### src/rtl/fp_add_sched.sv
// Round-robin scheduler that shares one fp_add datapath among NREQ requesters.
// Optional RUN-cycle timeout abort is compiled in when FP_SCHED_TIMEOUT_EN is defined.
module fp_add_sched #(
    parameter int NREQ    = 4,
    parameter int TIMEOUT = 64
) (
    input  logic                i_clk,
    input  logic                i_restart,
    input  logic [NREQ-1:0]     i_req,
    input  logic [32*NREQ-1:0]  i_op_a,
    input  logic [32*NREQ-1:0]  i_op_b,
    output logic [NREQ-1:0]     o_gnt,
    output logic [NREQ-1:0]     o_rsp_valid,
    output logic [31:0]         o_rsp_sum,
    output logic                o_rsp_err,
    output logic                o_busy,
    output logic [31:0]         o_add_n1,
    output logic [31:0]         o_add_n2,
    output logic                o_add_start,
    output logic                o_add_restart,
    input  logic [31:0]         i_add_sum,
    input  logic                i_add_done
);

    localparam int              PW       = (NREQ > 1) ? $clog2(NREQ) : 1;
    localparam logic [PW:0]     NREQ_W   = (PW+1)'(NREQ);
    localparam logic [PW-1:0]   LAST_IDX = PW'(NREQ - 1);
    localparam logic [NREQ-1:0] ONE      = {{(NREQ-1){1'b0}}, 1'b1};

    if (NREQ < 2 || NREQ > 8) begin : g_bad_nreq
        $error("fp_add_sched: NREQ must be within 2..8");
    end
    if (TIMEOUT < 4 || TIMEOUT > 255) begin : g_bad_timeout
        $error("fp_add_sched: TIMEOUT must be within 4..255");
    end

    typedef enum logic [1:0] {IDLE, LOAD, RUN, RESP} state_t;

    state_t          r_state, w_state_n;
    logic [PW-1:0]   r_ptr, w_ptr_n;
    logic [PW-1:0]   r_idx, w_idx_n;
    logic [7:0]      r_run_cnt, w_cnt_n;
    logic [NREQ-1:0] r_gnt, w_gnt_n;
    logic [NREQ-1:0] r_rsp_valid, w_valid_n;
    logic [31:0]     r_rsp_sum, w_sum_n;
    logic            r_rsp_err, w_err_n;
    logic            r_busy, r_start, r_restart;
    logic [31:0]     r_n1, w_n1_n, r_n2, w_n2_n;

    logic [2*NREQ-1:0] w_req2;
    logic [NREQ-1:0]   w_rot;
    logic [PW-1:0]     w_off, w_win;
    logic [PW:0]       w_pos;
    logic              w_found;
    logic [31:0]       w_win_a, w_win_b;

    // Rotate requests so the pointer lands at bit 0; lowest set bit is the winner.
    always_comb begin
        w_req2  = {i_req, i_req} >> r_ptr;
        w_rot   = w_req2[NREQ-1:0];
        w_found = 1'b0;
        w_off   = '0;
        for (int k = NREQ - 1; k >= 0; k--) begin
            if (w_rot[k]) begin
                w_found = 1'b1;
                w_off   = PW'(k);
            end
        end
        w_pos = {1'b0, r_ptr} + {1'b0, w_off};
        if (w_pos >= NREQ_W) begin
            w_pos = w_pos - NREQ_W;
        end
        w_win   = w_pos[PW-1:0];
        w_win_a = '0;
        w_win_b = '0;
        for (int j = 0; j < NREQ; j++) begin
            if (w_win == PW'(j)) begin
                w_win_a = i_op_a[32*j +: 32];
                w_win_b = i_op_b[32*j +: 32];
            end
        end
    end

    always_comb begin
        w_state_n = r_state;
        w_ptr_n   = r_ptr;
        w_idx_n   = r_idx;
        w_cnt_n   = r_run_cnt;
        w_gnt_n   = '0;
        w_valid_n = '0;
        w_sum_n   = r_rsp_sum;
        w_err_n   = r_rsp_err;
        w_n1_n    = r_n1;
        w_n2_n    = r_n2;
        case (r_state)
            IDLE: begin
                if (w_found) begin
                    w_state_n = LOAD;
                    w_gnt_n   = ONE << w_win;
                    w_n1_n    = w_win_a;
                    w_n2_n    = w_win_b;
                    w_idx_n   = w_win;
                    w_ptr_n   = (w_win == LAST_IDX) ? '0 : w_win + 1'b1;
                end
            end
            LOAD: begin
                w_state_n = RUN;
                w_cnt_n   = '0;
            end
            RUN: begin
                if (r_run_cnt != 8'hFF) begin
                    w_cnt_n = r_run_cnt + 8'd1;
                end
                // The adder's done is sticky from the previous job until our start reaches it.
                if (i_add_done && r_run_cnt >= 8'd2) begin
                    w_state_n = RESP;
                    w_sum_n   = i_add_sum;
                    w_err_n   = 1'b0;
                    w_valid_n = ONE << r_idx;
                end
`ifdef FP_SCHED_TIMEOUT_EN
                else if (r_run_cnt >= 8'(TIMEOUT - 1)) begin
                    w_state_n = RESP;
                    w_sum_n   = '0;
                    w_err_n   = 1'b1;
                    w_valid_n = ONE << r_idx;
                end
`endif
            end
            RESP: begin
                w_state_n = IDLE;
            end
            default: begin
                w_state_n = IDLE;
            end
        endcase
`ifdef FP_SCHED_TIMEOUT_EN
`else
        w_err_n = 1'b0;
`endif
    end

    always_ff @(posedge i_clk or posedge i_restart) begin
        if (i_restart) begin
            r_state     <= IDLE;
            r_ptr       <= '0;
            r_idx       <= '0;
            r_run_cnt   <= '0;
            r_gnt       <= '0;
            r_rsp_valid <= '0;
            r_rsp_sum   <= '0;
            r_rsp_err   <= 1'b0;
            r_busy      <= 1'b0;
            r_n1        <= '0;
            r_n2        <= '0;
            r_start     <= 1'b0;
            r_restart   <= 1'b1;
        end else begin
            r_state     <= w_state_n;
            r_ptr       <= w_ptr_n;
            r_idx       <= w_idx_n;
            r_run_cnt   <= w_cnt_n;
            r_gnt       <= w_gnt_n;
            r_rsp_valid <= w_valid_n;
            r_rsp_sum   <= w_sum_n;
            r_rsp_err   <= w_err_n;
            r_busy      <= (w_state_n != IDLE);
            r_n1        <= w_n1_n;
            r_n2        <= w_n2_n;
            r_start     <= (w_state_n == RUN);
            r_restart   <= (w_state_n != RUN);
        end
    end

    assign o_gnt         = r_gnt;
    assign o_rsp_valid   = r_rsp_valid;
    assign o_rsp_sum     = r_rsp_sum;
    assign o_rsp_err     = r_rsp_err;
    assign o_busy        = r_busy;
    assign o_add_n1      = r_n1;
    assign o_add_n2      = r_n2;
    assign o_add_start   = r_start;
    assign o_add_restart = r_restart;

endmodule

### config.mk
export PLATFORM = sky130hd
export DESIGN_NAME = fp_add_sched
export DESIGN_NICKNAME = d
export VERILOG_FILES = /design/src/rtl/fp_add_sched.sv
export SDC_FILE = /design/constraint.sdc
export NUM_CORES = 1
export LEC_CHECK = 0
export BUFFER_PORTS_ARGS = -buffer_cell sky130_fd_sc_hd__clkbuf_2
export CORE_AREA = 2 2 157 159
export CTS_BUF_LIST = sky130_fd_sc_hd__clkbuf_4
export DETAILED_ROUTE_END_ITERATION = 8
export DIE_AREA = 0 0 159 161
export HOLD_SLACK_MARGIN = 0.03
export MAX_ROUTING_LAYER = met4
export SLEW_MARGIN = 20
export SYNTH_ARGS = -nofsm -noshare
export SYNTH_HDL_FRONTEND = slang
export SYNTH_SLANG_ARGS = --single-unit
### constraint.sdc
create_clock -name i_clk -period 5.6 [get_ports i_clk]
set_input_delay 1.12 -clock i_clk [delete_from_list [all_inputs] [get_ports i_clk]]
set_output_delay 1.12 -clock i_clk [all_outputs]
set_load 0.005 [all_outputs]
**Word-level counts from Yosys, hierarchy flattened**

Cells that the tools add are included.

- Shift operators: 3
- Bitwise operators: 0
- Eq/ne operators: 10
- Div/mod/pow operators: 0
- Reductions and logical operators: 8
- Magnitude comparators: 2
- Add/subtract/negate cells: 4
- Mux-type cells: 27
- $mul: 0

Operators by type and width:

| kind | count |
|---|---|
| two-way mux 32 bit | 8 |
| two-way mux 2 bit | 8 |
| two-way mux 4 bit | 4 |
| case mux 8 bit (2 select lines) | 1 |
| == test 2 bit, second input constant | 5 |
| adder 8 x 1 -> 8 bit, second input constant | 1 |
| >= comparator 8 x 2 -> 1 bit, second input constant | 1 |
| two-way mux 8 bit | 1 |
| inequality test 8 bit, second input constant | 1 |
| case mux 2 bit (4 select lines) | 1 |
| left shift 1 x 2 -> 4 bit, first input constant | 2 |
| right shift 8 x 2 -> 4 bit | 1 |
| AND reduction 2 bit | 3 |
| == test 2 x 1 -> 1 bit, second input constant | 2 |
| logical NOT 2 bit | 2 |
| two-way mux 1 bit | 4 |
| inequality test 2 bit, second input constant | 2 |
| nonzero test 2 bit | 2 |
| adder 2 x 2 -> 3 bit | 1 |
| >= comparator 3 bit, second input constant | 1 |
| adder 2 x 1 -> 2 bit, second input constant | 1 |
| subtractor 2 x 1 -> 2 bit, second input constant | 1 |
| logical AND 1 bit | 1 |

- Latch bits: 0
- Bits in read-only memories: 0
- Input port bits: 295
- Flip-flop bits (word level): 121
- Bits in writable memories: 0
- Output and inout port bits: 108
- Memories: 0

**Depth between registers and ports, before layout**

- Word-level depth: 13
- Depth in mapped cells: 16
- Depth with buffers taken out: 13

**Worst setup path before layout**

No wires, ideal clock.

- Path type: input to register
- From: input i_req[2]
- To: register r_n2[10] (netlist: o_add_n2[10])
- Slack: 2.131 ns
- Required time: 5.474 ns
- Stages on the path: 16
- Setup time: 0.126 ns
- Data arrival time: 3.343 ns
- Cell sequence: buf_2 > nor2_1 > nor3_1 > a21oi_1 > o211ai_1 > ha_1 > xnor2_1 > xnor2_1 > inv_1 > ha_1 > buf_2 > clkbuf_1 > a221oi_1 > nor3_1 > a21oi_1 > a21oi_1

- Cells in the longest elaborated chain, start to end: 13

RTL lines:

| what | line | source |
|---|---|---|
| from (decl) | 9 | `input logic [NREQ-1:0] i_req,` |
| right shift 8 x 2 -> 4 bit * | 59 | `w_req2 = {i_req, i_req} >> r_ptr;` |
| two-way mux 2 bit (3 in series) | 64 | `if (w_rot[k]) begin` |
| two-way mux 2 bit * | 64 |  |
| adder 2 x 2 -> 3 bit * | 69 | `w_pos = {1'b0, r_ptr} + {1'b0, w_off};` |
| >= comparator 3 bit or subtractor 2 x 1 -> 2 bit (tied branches) | 70, 71 |  |
| two-way mux 2 bit * | 70 | `if (w_pos >= NREQ_W) begin` |
| named net w_pos[1] | 53 | `logic [PW:0] w_pos;` |
| logical NOT 2 bit | 77 | `if (w_win == PW'(j)) begin` |
| two-way mux 32 bit (3 in series) | 77 |  |
| two-way mux 32 bit * | 77 |  |
| to (signal assigned) | 169 | `r_n2 <= w_n2_n;` |
| to (decl) | 48 | `logic [31:0] r_n1, w_n1_n, r_n2, w_n2_n;` |

Mark *: on every way through the listed nets, which the timed path passes. The rest lies on a longest branch.
A chain may end at the register's enable or synchronous reset.

**Worst setup path in the final report**

- From: input i_req[0]
- To: register r_n1[2] (netlist: o_add_n1[2])

- Cells in the longest elaborated chain, start to end: 13

RTL lines:

| what | line | source |
|---|---|---|
| right shift 8 x 2 -> 4 bit * | 59 |  |
| two-way mux 2 bit (4 in series) | 64 |  |
| adder 2 x 2 -> 3 bit | 69 |  |
| >= comparator 3 bit or subtractor 2 x 1 -> 2 bit (tied branches) | 70, 71 |  |
| two-way mux 2 bit | 70 |  |
| logical NOT 2 bit | 77 |  |
| two-way mux 32 bit (4 in series) | 77 |  |
| to (signal assigned) | 168 | `r_n1 <= w_n1_n;` |
| to (decl) | 48 |  |

Mark *: on every way between the ends. The rest lies on a longest branch, timed or not.

==> impl_metrics.ini <==
[clock_network]
numCtsBuffers = 17
ctsResizeCount = 0
insertion_delay_ns = 0.54
cts_buffer_depth = 2
post_cts_buffers = 0
cts_hold_buf = 0
clk_pin_slew_ns = 0.15
cts_tree = done
ctsRootBufferMaster = clkbuf_4
ctsHtreeMaxLevel = 4
clock_sinks = 121

[timing]
fmax_mhz = 254
setup_violations = 0
fin_tns_setup_ns = 0
finalClockSkew_ns = 0.0443
rsz0062_at_grt = false
tightest_slew_ns = 0.755
setup_ws_ns = 1.67
whs_ns = 0.521
period_share_pct = 70.2
finalMaxSlewViolations = 0
post-route-min-period_ns = 3.93
maxSlewHeadroom_pct = 49.7
hold_violations = 0

[critical_path]
cpMaxStageDelayCell = nor2b_4
r2r_slack_ns = 2.06
cp_data_arrival_time_ns = 4.39
reg2reg_depth = 13
critPathCaptureType = register
crit_top_cell = a21oi_1
cp_num_buf_inv = 2
critPathLaunchType = input pin
path_class = in2reg
max_stage_delay_ns = 0.52
r2r-end = o_add_n1[2]$_DFFE_PP0P_
worstPathCellList = clkbuf_2 > nor2_1 > nor3_1 > a21oi_1 > o211ai_1 > ha_1 > xnor2_1 > xnor2_1 > ha_1 > nor2b_4 > buf_12 > a221oi_1 > nor3_1 > a21oi_1 > a21oi_1
critical_path.max_fanout = 46
worstSetupStartpoint = i_req[0]
worstPathRequired_ns = 6.06
cp_top_family = simple AND/OR/NAND/NOR gates
r2r_start = r_ptr[0]$_DFFE_PP0P_
crit_cells = 15

[route]
drtIter0Drc = 544
final_antenna_net_count = 0
routed_via_density = 4.84
totalWireLength_mm = 24.1
num_vias = 6851
drc = 0
wl_per_cell_um = 17.1
dr.pass1.iters = 6

[synthesis]
ys_seq_area_share_pct = 45.8
avgSynthCellArea_um2 = 9.32
synth_largest_area_cell = dfrtp_1
syn_nets = 1015
yosysTopAreaCellShare_pct = 45.4
synth_cells = 710
synth.area.top_cells = dfrtp_1 45%, a21oi_1 10%, a221oi_1 8.3%, nor2b_1 6.1%, mux2_2 6.0%
synth-seq-cells = 121
synth_common_cells = 134 x a21oi_1, 120 x dfrtp_1, 78 x nor2_1
ys_types = 43
synth.most_common_cell = a21oi_1
synth_async_sr_flop_share_pct = 100
yosys_warnings = 0
synth_area_mm2 = 0.00662
ys.flop_type = dfrtp_1
synth_edf_count = 0

[power]
p_switching_w = 0.00345
pwr-share-clk_pct = 9.5
powerDensity_mw_per_mm2 = 772
p_comb_share_pct = 68.3
p_leak_nw = 4.41
power.internal_w = 0.00368
p_seq_share_pct = 22.2
ir_worst_vdd_v = 0.000550
sw_frac_of_total_pct = 48.4

[layout]
nNetsFinal = 1380
fillers = 2498
area_delta_synth_final_pct = 39.6
layout-drive-gt1-share_pct = 45.1

[placed_design]
hpwl_mm = 18.1
gp_congestion = 0.868
io_buffer_count = 401
dpl_worst_slack_ns = 1.04

[global_routing]
grt_max_degree = 139
track_usage_pct = 18.9
grt_remaining_overflow = 0
grt_pass1_wl_mm = 36.7
grt_pass1_vias = 6656
antenna_found_initial = 3

[floorplanning]
core_area_mm2 = 0.0240
die_w_um = 159
start_util_pct = 27.6
rows = 57
die_h_um = 161
ios = 403
dieArea_mm2 = 0.0256

[run_status]
status = complete, no violations

[worst_hold_path]
hold_depth = 1
min_to = o_rsp_valid[0]$_DFF_PP0_
min_from = r_idx[0]$_DFFE_PP0P_
hold_path.class = reg2reg

[flow_run]
cap_violations = 0
==> cells in the final DEF (no fill, tap or decap), types with 2 or more instances in the layout <==
cell type,count
xnor2_1,2
clkbuf_4,17
inv_8,4
buf_12,4
and2_1,5
buf_16,2
ha_1,7
o211ai_1,3
clkinv_8,2
inv_1,8
diode_2,3
o21ai_0,8
dfrtp_1,120
nand3_1,8
nand2b_1,4
inv_6,6
nand2_1,8
nor2b_1,64
a221oi_1,63
nor2b_4,2
o32ai_1,2
nor3_1,66
nor2_1,78
a21oi_1,134
mux2_2,35
clkinvlp_4,3
and3_1,2
a21o_1,2
clkbuf_2,401
nor4_4,2
ha_4,2
buf_4,3
==> worst max-delay path by stage <==
stage                              endpoint
floorplan           o_add_n1[0]$_DFFE_PP0P_
global placement    o_add_n1[2]$_DFFE_PP0P_
detailed placement  o_add_n1[2]$_DFFE_PP0P_
CTS                 o_add_n1[2]$_DFFE_PP0P_
global route        o_add_n1[2]$_DFFE_PP0P_
finish              o_add_n1[2]$_DFFE_PP0P_
==> power by group through the flow <==
stage	registers [W]	clock network (W)	logic, W
after global routing	0.00164	0.000761	0.00546
after CTS	0.00158	0.000714	0.00491
final	0.00158	0.000681	0.00487
after floorplan	0.00160	0	0.00336
after detailed placement	0.00160	0	0.00490
after global placement	0.00159	0	0.00481
==> stage by stage <==
| stage | instance area [µm²] | cells | utilization, % | total power (W) |
|---|---|---|---|---|
| after floorplan | 6620 | 710 | - | 0.00496 |
| after global placement | 8880 | 1378 | 37.0 | 0.00640 |
| after global routing | 9240 | 1415 | 38.6 | 0.00786 |
| after CTS | 9210 | 1411 | 38.4 | 0.00721 |
| final | 9240 | 1415 | 38.6 | 0.00713 |
| after detailed placement | 8900 | 1379 | 37.2 | 0.00650 |
==> worst register-to-register path: stages, from the launching register on <==
cell and delay (ns):
dfrtp_1 0.52, and3_1 0.20, o21ai_0 0.15, o211ai_1 0.12, ha_1 0.21, xnor2_1 0.14
xnor2_1 0.30, ha_1 0.36, nor2b_4 0.52, buf_12 0.28, a221oi_1 0.14, nor3_1 0.33
a21oi_1 0.08, a21oi_1 0.15
==> state kept, by name (all words and copies together) (netlist names) <==
signal,cells
o_add_n1,32
o_add_n2,32
o_add_restart,1
o_add_start,1
o_busy,1
o_gnt,4
o_rsp_sum,32
o_rsp_valid,4
r_idx,2
r_ptr,2
r_run_cnt,8
r_state,2
==> routing by layer <==
| layer | wire, µm | global-route usage (%) |
|---|---|---|
| met1 | 9790 | 22.0 |
| met5 | 0 | - |
| met4 | 550 | 5.70 |
| met2 | 12300 | 32.8 |
| met3 | 1470 | 4.24 |
==> final cells by class <==
class / instances / area (µm²) / share of cell area (%)
tap: 324 / 405 / 4.39
multi-input combinational: 516 / 3290 / 35.6
inverter: 9 / 38.8 / 0.420
clock buffer: 17 / 128 / 1.38
antenna: 3 / 7.51 / 0.0812
clock inverter: 15 / 174 / 1.88
timing repair buffer: 410 / 2160 / 23.4
sequential: 121 / 3030 / 32.8
==> cells by family (layout without fill, tap and decap cells) <==
| family | after synthesis | count (layout) | share of synthesized area (%) |
|---|---|---|---|
| other | 1 | 4 | 0.0566 |
| xor gates and xnor gates | 2 | 2 | 0.265 |
| DFF | 121 | 121 | 45.8 |
| adders and majority gates | 10 | 10 | 1.89 |
| AOI/OAI and AO/OA | 221 | 221 | 21.5 |
| buffers and inverters | 73 | 451 | 5.14 |
| and+or+nand+nor | 246 | 246 | 19.3 |
| muxes | 36 | 36 | 6.10 |
(Power assumes the default switching activity.)
